### config.mk
export PLATFORM = sky130hd
export DESIGN_NAME = msrv32_lsu_ctrl
export DESIGN_NICKNAME = d
export VERILOG_FILES = /design/src/rtl/msrv32_lsu_ctrl.sv
export SDC_FILE = /design/constraint.sdc
export NUM_CORES = 1
export LEC_CHECK = 0
export ABC_AREA = 0
export BUFFER_PORTS_ARGS = -buffer_cell sky130_fd_sc_hd__buf_2
export CELL_PAD_IN_SITES_DETAIL_PLACEMENT = 1
export CELL_PAD_IN_SITES_GLOBAL_PLACEMENT = 2
export CORE_UTILIZATION = 27
export CTS_CLUSTER_DIAMETER = 40
export DETAILED_ROUTE_END_ITERATION = 8
export PLACE_DENSITY = 0.78
export SLEW_MARGIN = 10
export SYNTH_ARGS = -nofsm -noshare
export SYNTH_HDL_FRONTEND = slang
export SYNTH_SLANG_ARGS = --single-unit
### constraint.sdc
create_clock -name clk_in -period 2.6 [get_ports clk_in]
set_input_delay 0.52 -clock clk_in [delete_from_list [all_inputs] [get_ports clk_in]]
set_output_delay 0.52 -clock clk_in [all_outputs]
set_load 0.02 [all_outputs]
### src/rtl/msrv32_lsu_ctrl.sv
// rtl/msrv32_lsu_ctrl.sv - stage-3 load/store controller: one req/ack data-bus access per load or store
// Optional feature macro: MSRV32_MISALIGN_TRAP_EN (misaligned half/word accesses skip the bus and pulse misaligned_out)
module msrv32_lsu_ctrl #(
    parameter int MAX_WAIT = 255
) (
    input  logic        clk_in,
    input  logic        reset_in,
    input  logic        ld_req_in,
    input  logic        st_req_in,
    input  logic [1:0]  load_size_in,
    input  logic        load_unsigned_in,
    input  logic [31:0] addr_in,
    input  logic [31:0] st_data_in,
    input  logic [4:0]  rd_addr_in,
    output logic [31:0] dbus_addr_out,
    output logic [31:0] dbus_wdata_out,
    output logic [3:0]  dbus_wr_mask_out,
    output logic        dbus_rd_req_out,
    output logic        dbus_wr_req_out,
    input  logic [31:0] dbus_rdata_in,
    input  logic        dbus_ack_in,
    output logic        stall_out,
    output logic [31:0] ld_data_out,
    output logic        ld_valid_out,
    output logic [4:0]  rd_addr_out,
    output logic        bus_err_out,
    output logic        misaligned_out
);

    typedef enum logic [1:0] {
        S_IDLE = 2'd0,
        S_WAIT = 2'd1,
        S_DONE = 2'd2
    } state_t;

    localparam logic [15:0] MAX_WAIT_W = 16'(MAX_WAIT);

    state_t      state_q, state_d;
    logic [31:0] addr_q, addr_d;
    logic [1:0]  size_q, size_d;
    logic        uns_q, uns_d;
    logic [4:0]  rd_q, rd_d;
    logic [31:0] wdata_q, wdata_d;
    logic [3:0]  mask_q, mask_d;
    logic        rd_req_q, rd_req_d;
    logic        wr_req_q, wr_req_d;
    logic [15:0] cnt_q, cnt_d;
    logic [31:0] ld_data_q, ld_data_d;
    logic        is_load_q, is_load_d;
    logic        err_q, err_d;
`ifdef MSRV32_MISALIGN_TRAP_EN
    logic        misal_q, misal_d;
    logic        misal_req;
`endif

    logic [3:0]  lane_mask;
    logic [31:0] lane_wdata;
    logic [7:0]  rd_byte;
    logic [15:0] rd_half;
    logic [31:0] rd_ext;

    // Store lane strobes and replicated write data derived from the incoming request
    always_comb begin
        lane_mask  = 4'b1111;
        lane_wdata = st_data_in;
        case (load_size_in)
            2'b00: begin
                lane_mask  = 4'b0001 << addr_in[1:0];
                lane_wdata = {4{st_data_in[7:0]}};
            end
            2'b01: begin
                lane_mask  = 4'b0011 << {addr_in[1], 1'b0};
                lane_wdata = {2{st_data_in[15:0]}};
            end
            default: begin
                lane_mask  = 4'b1111;
                lane_wdata = st_data_in;
            end
        endcase
    end

`ifdef MSRV32_MISALIGN_TRAP_EN
    // A half needs a[0]=0 and a word needs a[1:0]=0; bytes are always aligned
    always_comb begin
        misal_req = 1'b0;
        if (load_size_in == 2'b01) begin
            misal_req = addr_in[0];
        end else if (load_size_in[1]) begin
            misal_req = (addr_in[1:0] != 2'b00);
        end
    end
`endif

    // Pick the addressed byte/half out of the bus word and sign- or zero-extend it
    always_comb begin
        rd_byte = dbus_rdata_in[7:0];
        case (addr_q[1:0])
            2'b00:   rd_byte = dbus_rdata_in[7:0];
            2'b01:   rd_byte = dbus_rdata_in[15:8];
            2'b10:   rd_byte = dbus_rdata_in[23:16];
            default: rd_byte = dbus_rdata_in[31:24];
        endcase
        rd_half = addr_q[1] ? dbus_rdata_in[31:16] : dbus_rdata_in[15:0];
        case (size_q)
            2'b00:   rd_ext = uns_q ? {24'd0, rd_byte} : {{24{rd_byte[7]}}, rd_byte};
            2'b01:   rd_ext = uns_q ? {16'd0, rd_half} : {{16{rd_half[15]}}, rd_half};
            default: rd_ext = dbus_rdata_in;
        endcase
    end

    // Next-state logic: capture in IDLE, wait for ack or timeout, one DONE cycle for pulses
    always_comb begin
        state_d   = state_q;
        addr_d    = addr_q;
        size_d    = size_q;
        uns_d     = uns_q;
        rd_d      = rd_q;
        wdata_d   = wdata_q;
        mask_d    = mask_q;
        rd_req_d  = rd_req_q;
        wr_req_d  = wr_req_q;
        cnt_d     = cnt_q;
        ld_data_d = ld_data_q;
        is_load_d = is_load_q;
        err_d     = err_q;
`ifdef MSRV32_MISALIGN_TRAP_EN
        misal_d   = misal_q;
`endif
        case (state_q)
            S_IDLE: begin
                if (ld_req_in || st_req_in) begin
                    addr_d    = addr_in;
                    size_d    = load_size_in;
                    uns_d     = load_unsigned_in;
                    rd_d      = rd_addr_in;
                    is_load_d = !st_req_in;
                    err_d     = 1'b0;
                    cnt_d     = 16'd0;
`ifdef MSRV32_MISALIGN_TRAP_EN
                    misal_d   = misal_req;
                    if (misal_req) begin
                        state_d = S_DONE;
                    end else begin
                        state_d  = S_WAIT;
                        rd_req_d = !st_req_in;
                        wr_req_d = st_req_in;
                        mask_d   = st_req_in ? lane_mask : 4'b0000;
                        wdata_d  = st_req_in ? lane_wdata : 32'd0;
                    end
`else
                    state_d  = S_WAIT;
                    rd_req_d = !st_req_in;
                    wr_req_d = st_req_in;
                    mask_d   = st_req_in ? lane_mask : 4'b0000;
                    wdata_d  = st_req_in ? lane_wdata : 32'd0;
`endif
                end
            end
            S_WAIT: begin
                cnt_d = cnt_q + 16'd1;
                if (dbus_ack_in) begin
                    state_d  = S_DONE;
                    rd_req_d = 1'b0;
                    wr_req_d = 1'b0;
                    if (is_load_q) begin
                        ld_data_d = rd_ext;
                    end
                end else if ((MAX_WAIT != 0) && (cnt_d == MAX_WAIT_W)) begin
                    state_d  = S_DONE;
                    rd_req_d = 1'b0;
                    wr_req_d = 1'b0;
                    err_d    = 1'b1;
                end
            end
            S_DONE: begin
                state_d = S_IDLE;
            end
            default: begin
                state_d  = S_IDLE;
                rd_req_d = 1'b0;
                wr_req_d = 1'b0;
            end
        endcase
    end

    // State and datapath registers with synchronous reset
    always_ff @(posedge clk_in) begin
        if (reset_in) begin
            state_q   <= S_IDLE;
            addr_q    <= 32'd0;
            size_q    <= 2'd0;
            uns_q     <= 1'b0;
            rd_q      <= 5'd0;
            wdata_q   <= 32'd0;
            mask_q    <= 4'd0;
            rd_req_q  <= 1'b0;
            wr_req_q  <= 1'b0;
            cnt_q     <= 16'd0;
            ld_data_q <= 32'd0;
            is_load_q <= 1'b0;
            err_q     <= 1'b0;
`ifdef MSRV32_MISALIGN_TRAP_EN
            misal_q   <= 1'b0;
`endif
        end else begin
            state_q   <= state_d;
            addr_q    <= addr_d;
            size_q    <= size_d;
            uns_q     <= uns_d;
            rd_q      <= rd_d;
            wdata_q   <= wdata_d;
            mask_q    <= mask_d;
            rd_req_q  <= rd_req_d;
            wr_req_q  <= wr_req_d;
            cnt_q     <= cnt_d;
            ld_data_q <= ld_data_d;
            is_load_q <= is_load_d;
            err_q     <= err_d;
`ifdef MSRV32_MISALIGN_TRAP_EN
            misal_q   <= misal_d;
`endif
        end
    end

    // Output decode: bus side comes straight from registers, pulses only in DONE
    always_comb begin
        dbus_addr_out    = {addr_q[31:2], 2'b00};
        dbus_wdata_out   = wdata_q;
        dbus_wr_mask_out = mask_q;
        dbus_rd_req_out  = rd_req_q;
        dbus_wr_req_out  = wr_req_q;
        ld_data_out      = ld_data_q;
        rd_addr_out      = rd_q;
        bus_err_out      = (state_q == S_DONE) && err_q;
`ifdef MSRV32_MISALIGN_TRAP_EN
        misaligned_out   = (state_q == S_DONE) && misal_q;
        ld_valid_out     = (state_q == S_DONE) && is_load_q && !err_q && !misal_q;
`else
        misaligned_out   = 1'b0;
        ld_valid_out     = (state_q == S_DONE) && is_load_q && !err_q;
`endif
        case (state_q)
            S_IDLE:  stall_out = ld_req_in || st_req_in;
            S_WAIT:  stall_out = 1'b1;
            default: stall_out = 1'b0;
        endcase
    end

endmodule

==> impl_metrics.py, run 1 <==
metrics = {
    "floorplan": {
        "pin_count": 220,
        "die_area_um2": 23100,
        "dieWidth_um": 152,
        "initial_utilization_pct": 27.7,
        "core_area_um2": 22000,
        "num_rows": 54,
        "die_h_um": 152,
    },
    "sta": {
        "fin_skew_ps": 16.1,
        "worstMarginPinSlew_ps": 780,
        "post-route-period-util_pct": 88.2,
        "fin_tns_setup_ps": 0,
        "slew_headroom_pct": 47.9,
        "report.final.slew_viol_count": 0,
        "finalHoldViolations": 0,
        "setup_viol": 0,
        "layout_min_cycle_time_ps": 2290,
        "rsz0062_at_grt": "false",
        "max_freq_mhz": 436,
    },
    "clocking": {
        "post_cts_buffers": 0,
        "clkTransAtPathRegs_ps": 60,
        "htreeDepth": 4,
        "cts-root-buf": "clkbuf_16",
        "cts_made_buffers": 17,
        "cts_resized": 0,
        "cts.hold.buffers_added": 0,
        "clk_latency_ps": 420,
        "clock-sinks": 130,
        "clock_path_buffers": 2,
        "cts_tree": "done",
    },
    "power_and_ir_drop": {
        "ir_drop_mv": 0.421,
        "leakage_uw": 0.00332,
        "finalPower_uw": 5560,
        "pwr_density_cell_nw_per_um2": 714,
    },
    "drt": {
        "vias_per_cell": 4.85,
        "wl_per_cell_um": 16.6,
        "drt-total-wl_um": 20300,
        "drtIter0Drc": 347,
        "vias": 5929,
        "dr.pass1.iters": 7,
        "antenna_left": 0,
        "drc": 56,
    },
    "global_routing": {
        "overflow": 0,
        "grt_usage_pct": 18.0,
        "grt_antenna_before_repair": 0,
        "grt_pass1_vias": 5947,
        "grt_first_pass_wirelength_um": 32800,
        "grt_max_degree": 47,
    },
    "finish": {
        "layout-drive-gt1-share_pct": 30.5,
        "fillCellCount": 2704,
        "area_delta_synth_final_pct": 28.0,
        "layout.nets": 1040,
        "utilization_pct": 35.4,
    },
    "yosys": {
        "avgSynthCellArea_um2": 7.89,
        "yosysUniqueCellTypes": 59,
        "synth_cells": 770,
        "synthFlopType": "dfxtp_1",
        "synth-edff-count": 0,
        "ys_ff_latch": 130,
        "synth_commonest_cells": "164 x nand2_1, 130 x dfxtp_1, 70 x a21oi_1",
        "ys_warn_count": 0,
        "yosysMostFrequentCell": "nand2_1",
        "synth_largest_area_cell": "dfxtp_1",
        "synth.cell_area_um2": 6080,
        "synthTopCellsByArea": "dfxtp_1 43%, nand2_1 10%, a21oi_1 5.8%",
        "synth.yosys.seq_area_share_pct": 42.8,
        "synthArstFlopShare_pct": 0,
        "synth_top_cell_area_share_pct": 42.8,
    },
    "critical_path": {
        "cp.required_ps": 2860,
        "criticalPathCategory": "reg -> reg",
        "arrival_ps": 2560,
        "critPathLaunchType": "flip-flop",
        "path_max_fanout": 8,
        "endpoint_kind": "flip-flop",
    },
    "run": {
        "cap_viol_max_count": 0,
    },
    "placement": {
        "place_congestion": 0.821,
        "hpwl_um": 14600,
        "place.port_buffers": 216,
    },
    "worst_hold_path": {
        "hold_class": "in -> reg",
    },
    "status": {
        "status": "finished with violations",
        "violations": "DRC",
    },
}
## power breakdown
part	leakage, uW	internal, uW	switching (uW)
logic	0.00195	284	542
clock network	0.000307	1630	933
registers	0.00106	2100	65.5
total	0.00332	4020	1540
## metrics by stage
stage	hold WS [ps]	setup WS, ps	instances	instance area, um^2
after floorplan	437	548	772	6090
after global placement	429	370	1190	7150
after detailed placement	437	331	1190	7150
after CTS	317	305	1221	7780
after global routing	321	60.7	1221	7780
final	332	308	1222	7780
## final timing paths
kind	start	to	slack, ps	cells past startpoint
min	addr_in[12]	addr_q[12]	330	3
max	cnt_q[1]	state_q[0]	310	6
max reg2reg	cnt_q[1]	state_q[0]	310	6
min reg2reg	dbus_wdata_out[24]	dbus_wdata_out[24]	450	2
## flip-flops by register name, indices dropped and copies added (netlist names)
register / cells
dbus_rd_req_out: 1
addr_q: 32
ld_data_out: 32
uns_q: 1
rd_addr_out: 5
dbus_wr_req_out: 1
dbus_wr_mask_out: 4
dbus_wdata_out: 32
state_q: 2
cnt_q: 16
size_q: 2
is_load_q: 1
err_q: 1
## logic make-up after synthesis
| family | after synthesis | share of synthesized area (%) |
|---|---|---|
| buffers and inverters | 105 | 8.83 |
| multiplexers | 20 | 3.71 |
| AND/OR/NAND/NOR | 302 | 22.6 |
| AO/OA/AOI/OAI | 207 | 21.2 |
| XOR/XNOR | 3 | 0.432 |
| adder cells (fa/ha/maj) | 2 | 0.412 |
| other | 1 | 0.0617 |
| flip-flops | 130 | 42.8 |
## cell type report
cell class                 instances  area [um^2]  share of cell area (%)
antenna                            1         2.50                  0.0322
sequential                       130         2600                    33.4
clock inverter                    12          183                    2.35
tap                              280          350                    4.50
clock buffer                      19          443                    5.69
inverter                          12         45.0                   0.579
multi-input combinational        537         2960                    38.0
timing repair buffer             231         1200                    15.4
## cells in the final DEF (no fill, tap or decap), types with 3 or more instances in the layout
cell / netlist / final
nand4_1: 6 / 6
mux2_2: 7 / 7
a211oi_1: 28 / 28
clkinv_4: 0 / 5
o21ai_0: 48 / 48
and3_1: 3 / 3
a21oi_1: 70 / 70
nor4_1: 3 / 3
buf_2: 11 / 215
a311oi_1: 6 / 6
nor2_1: 56 / 56
inv_1: 12 / 12
buf_4: 34 / 16
o221ai_1: 7 / 7
conb_1: 1 / 3
nand2_1: 164 / 164
nor3_1: 11 / 11
nand3b_1: 4 / 4
clkbuf_16: 0 / 17
nor4b_1: 3 / 3
dfxtp_1: 130 / 130
a32o_1: 5 / 5
and2_1: 3 / 3
nand3_1: 6 / 6
a22oi_1: 7 / 7
a31oi_1: 13 / 13
mux2i_1: 11 / 11
nand2b_1: 6 / 6
bufinv_16: 0 / 4
nor2b_1: 19 / 19
or3_1: 3 / 3
nand3_2: 3 / 3
a22o_1: 8 / 8
## layer usage
layer	global-route usage, %	part of all wire, %	up-vias
met4	5.54	1.4	0
met5	0	0	-
li1	-	-	2949
met2	28.6	45	180
met3	6.16	7.6	23
met1	22.8	46	2777
## critical path, stage by stage (launching register included)
cell	delay (ps)
dfxtp_1	450
ha_1	310
and3_1	300
nand4_1	190
mux2i_1	170
nor4_2	540
a311oi_2	160
(Power assumes the default switching activity.)
==> run 2, diff against run 1 <==
Settings changed: CELL_PAD_IN_SITES_GLOBAL_PLACEMENT 2 to 1, CORE_UTILIZATION 27 to 35.
==> run 2 against run 1 <==
The run now ends clean; cell count fell by 5.2%; first-iteration DRC count fell by 22%; maximum frequency fell by 1.4%; power fell by 4.4%; global-route usage rose by 3.9 points; routed wire length fell by 3.2%; critical endpoint unchanged.
==> impl_metrics.py, run 2 (same netlist as run 1, synthesis figures left out) <==
metrics = {
    "clocking": {
        "cts_resized": 0,
        "post_cts_buffers": 0,
        "cts.hold.buffers_added": 0,
        "cts-root-buf": "clkbuf_16",
        "clock-sinks": 130,
        "cts_tree": "done",
        "clkTransAtPathRegs_ps": 60,
        "cts_made_buffers": 17,
        "clk_latency_ps": 420,
        "htreeDepth": 4,
        "clock_path_buffers": 2,
    },
    "sta": {
        "finalHoldViolations": 0,
        "layout_min_cycle_time_ps": 2330,
        "post-route-period-util_pct": 89.4,
        "max_freq_mhz": 430,
        "worstMarginPinSlew_ps": 772,
        "slew_headroom_pct": 48.4,
        "report.final.slew_viol_count": 0,
        "fin_tns_setup_ps": 0,
        "fin_skew_ps": 12.8,
        "setup_viol": 0,
        "rsz0062_at_grt": "false",
    },
    "critical_path": {
        "critPathLaunchType": "flip-flop",
        "criticalPathCategory": "reg -> reg",
        "crit_path_start": "cnt_q[4]",
        "path_max_fanout": 10,
        "arrival_ps": 2590,
        "cp.required_ps": 2860,
        "r2r_start": "cnt_q[4]",
        "endpoint_kind": "flip-flop",
    },
    "placement": {
        "place_congestion": 0.845,
        "place.port_buffers": 216,
        "hpwl_um": 13900,
    },
    "global_routing": {
        "grt.busiest_layer": "met2",
        "use_met2_pct": 36.8,
        "grt_max_degree": 43,
        "grt_first_pass_wirelength_um": 30900,
        "gr-usage-met1_pct": 25.9,
        "met3_usage_pct": 6.84,
        "grt_usage_pct": 21.8,
        "overflow": 0,
        "grt_pass1_vias": 6050,
        "grt_antenna_before_repair": 1,
    },
    "run": {
        "cap_viol_max_count": 0,
    },
    "drt": {
        "antenna_left": 0,
        "dr.pass1.iters": 4,
        "drc": 0,
        "vias_per_cell": 5.22,
        "drtIter0Drc": 271,
        "wl_per_cell_um": 16.9,
        "vias": 6048,
        "drt-total-wl_um": 19600,
    },
    "floorplan": {
        "die_h_um": 134,
        "dieWidth_um": 134,
        "num_rows": 47,
        "pin_count": 220,
        "initial_utilization_pct": 36.3,
        "core_area_um2": 16800,
        "die_area_um2": 17900,
    },
    "power_and_ir_drop": {
        "ir_drop_mv": 0.468,
        "finalPower_uw": 5320,
        "pwr_density_cell_nw_per_um2": 694,
        "leakage_uw": 0.00330,
    },
    "worst_hold_path": {
        "hold_class": "in -> reg",
        "min_from": "addr_in[2]",
    },
    "finish": {
        "area_delta_synth_final_pct": 26.0,
        "multi_input_area_um2": 2960,
        "utilization_pct": 45.7,
        "layout.nets": 1040,
        "regArea_um2": 2600,
        "fillCellCount": 2139,
        "antenna_cells": 0,
        "layout.cells.most_common": "buf_2",
        "layout-drive-gt1-share_pct": 30.5,
        "final_cell_mix": "215 x buf_2, 164 x nand2_1, 130 x dfxtp_1",
    },
    "status": {
        "status": "finished, final reports clean",
    },
}
==> run 2: path summary, 6_finish.rpt <==
check                                           to  slack (ps)  cells past startpoint
worst min-delay path                     addr_q[2]         340                      3
worst min register to register  dbus_wdata_out[11]         440                      2
worst max-delay path                    state_q[0]         270                      5
worst max register to register          state_q[0]         270                      5
==> run 2: per-stage QoR <==
| stage | hold WS [ps] | area (um^2) | setup slack [ps] | instances |
|---|---|---|---|---|
| floorplan | 437 | 6090 | 548 | 772 |
| global placement | 428 | 7090 | 408 | 1130 |
| detailed placement | 440 | 7090 | 281 | 1130 |
| CTS | 320 | 7660 | 303 | 1159 |
| global route | 337 | 7660 | 125 | 1159 |
| finish | 339 | 7660 | 275 | 1159 |
==> run 2: cell type report <==
type / instances / area share [%]
clock buffers: 19 / 5.92
clock inverters: 10 / 1.47
inverters: 12 / 0.588
multi-input cells: 537 / 38.7
flip-flops and latches: 130 / 34.0
well taps: 220 / 3.60
repair buffers: 231 / 15.8
==> run 2: metal layers <==
metal	vias up	routed length, um
met5	-	13
li1	2948	-
met3	26	1470
met2	201	9270
met4	2	376
met1	2871	8490
==> run 2: worst max-delay path: stages, from the launching register on <==
cell and delay, ps:
dfxtp_1 490, nand3_2 180, nor4_1 590, xor2_1 160, nor4_2 590, a311oi_2 170
==> run 2: report_power, final <==
part           switching (uW)  internal (uW)  leakage, uW
Combinational             534            289      0.00196
Sequential               68.9           2100      0.00106
Clock                     880           1440     0.000276
==> run 3, diff against run 2 <==
Settings changed: CTS_BUF_LIST set to sky130_fd_sc_hd__clkbuf_2 sky130_fd_sc_hd__clkbuf_4 sky130_fd_sc_hd__clkbuf_8.
==> run 3 against run 2 <==
Power shrank 12%; sequential cell count did not move; sequential power barely moved; clock skew is 2.8 ps higher; final area down 2.5%; clock-buffer cell count stayed put; largest cell class unchanged; highest routed layer unchanged.
==> impl_metrics.py, run 3 (same netlist as run 1, synthesis figures left out) <==
metrics = {
    "clocking": {
        "clock-sinks": 130,
        "cts_tree": "done",
        "clk_latency_ps": 440,
        "cts.hold.buffers_added": 0,
        "cts_made_buffers": 17,
        "clock_path_buffers": 2,
        "post_cts_buffers": 0,
        "cts-root-buf": "clkbuf_8",
        "cts_resized": 0,
        "htreeDepth": 4,
        "clkTransAtPathRegs_ps": 80,
    },
    "sta": {
        "worstMarginPinSlew_ps": 740,
        "report.final.slew_viol_count": 0,
        "setup_viol": 0,
        "post-route-period-util_pct": 90.6,
        "finalHoldViolations": 0,
        "slew_headroom_pct": 50.5,
        "max_freq_mhz": 425,
        "fin_tns_setup_ps": 0,
        "rsz0062_at_grt": "false",
        "fin_skew_ps": 15.6,
        "fin_ws_ps": 245,
        "layout_min_cycle_time_ps": 2350,
    },
    "floorplan": {
        "dieWidth_um": 134,
        "initial_utilization_pct": 36.3,
        "die_area_um2": 17900,
        "core_area_um2": 16800,
        "pin_count": 220,
        "num_rows": 47,
        "die_h_um": 134,
    },
    "critical_path": {
        "endpoint_kind": "flip-flop",
        "cp.required_ps": 2890,
        "criticalPathCategory": "reg -> reg",
        "arrival_ps": 2650,
        "path_max_fanout": 9,
        "r2r_start": "cnt_q[3]",
        "critPathLaunchType": "flip-flop",
        "crit_path_start": "cnt_q[3]",
    },
    "finish": {
        "layout.nets": 1040,
        "layout.cells.most_common": "buf_2",
        "final_cell_mix": "215 x buf_2, 164 x nand2_1, 130 x dfxtp_1",
        "antenna_cells": 0,
        "layout-drive-gt1-share_pct": 30.5,
        "area_delta_synth_final_pct": 22.8,
    },
    "run": {
        "cap_viol_max_count": 0,
    },
    "power_and_ir_drop": {
        "p_int_uw": 3270,
        "finalPower_uw": 4680,
        "leakage_uw": 0.00321,
        "switching_share_pct": 30.1,
        "power_frac_clock_pct": 36.1,
        "pwr-share-seq_pct": 46.4,
        "pwr_density_cell_nw_per_um2": 626,
        "ir_drop_mv": 0.309,
        "combPwrFrac_pct": 17.5,
        "p_switching_uw": 1410,
    },
    "drt": {
        "drt-total-wl_um": 19200,
        "drtIter0Drc": 303,
        "vias_per_cell": 5.17,
        "vias": 5994,
        "drc": 0,
        "dr.pass1.iters": 4,
        "antenna_left": 0,
        "wl_per_cell_um": 16.6,
    },
    "status": {
        "status": "finished, final reports clean",
    },
    "placement": {
        "preCtsSetupSlack_ps": 281,
        "place_congestion": 0.845,
        "hpwl_um": 13900,
        "place.port_buffers": 216,
    },
    "global_routing": {
        "grt_first_pass_wirelength_um": 30300,
        "grt_antenna_before_repair": 1,
        "overflow": 0,
        "grt_usage_pct": 21.4,
        "grt_pass1_vias": 5950,
        "grt_max_degree": 43,
    },
    "worst_hold_path": {
        "hold_class": "in -> reg",
        "min_from": "addr_in[6]",
    },
}
## run 3: cell counts in the layout (fill, tap and decap cells not counted)
Identical to the previous run, type by type.
## run 3: area by class of cell
type / instances / area, um^2
Clock buffer: 19 / 262
Clock inverter: 10 / 113
Fill cell: 2175 / 9300
Inverter: 12 / 45.0
Multi-Input combinational cell: 537 / 2960
Sequential cell: 130 / 2600
Tap cell: 220 / 275
Timing Repair Buffer: 231 / 1210
## run 3: path summary, 6_finish.rpt
check	to	slack, ps	cells past startpoint
max	state_q[0]	250	5
min	addr_q[6]	310	3
max reg2reg	state_q[0]	250	5
min reg2reg	dbus_wdata_out[11]	450	2
## run 3: power groups by stage
| stage | registers (uW) | clock network, uW | logic [uW] |
|---|---|---|---|
| finish | 2170 | 1690 | 819 |
| global route | 2180 | 1810 | 899 |
| CTS | 2170 | 1740 | 828 |
| detailed placement | 2210 | 0 | 826 |
| global placement | 2210 | 0 | 813 |
| floorplan | 2270 | 0 | 477 |
## run 3: metrics by stage
stage / hold WS [ps] / util, % / cell area [um^2] / cells
after floorplan: 437 / - / 6090 / 772
after global placement: 428 / 42.3 / 7090 / 1130
after detailed placement: 440 / 42.3 / 7090 / 1130
after CTS: 280 / 44.5 / 7460 / 1159
after global routing: 290 / 44.5 / 7460 / 1159
final: 307 / 44.5 / 7460 / 1159
## run 3: worst max-delay path: stages, from the launching register on
cell	delay, ps
dfxtp_1	470
nand4_1	210
nor4_1	600
xor2_1	160
nor4_2	600
a311oi_2	170
## run 3: layer usage
| layer | vias to the layer above | routed length (um) | global-route usage, % |
|---|---|---|---|
| met5 | - | 10 | 0 |
| met4 | 2 | 250 | 6.88 |
| met3 | 22 | 1490 | 6.99 |
| met2 | 189 | 9130 | 35.7 |
| met1 | 2837 | 8350 | 25.9 |
| li1 | 2944 | - | - |
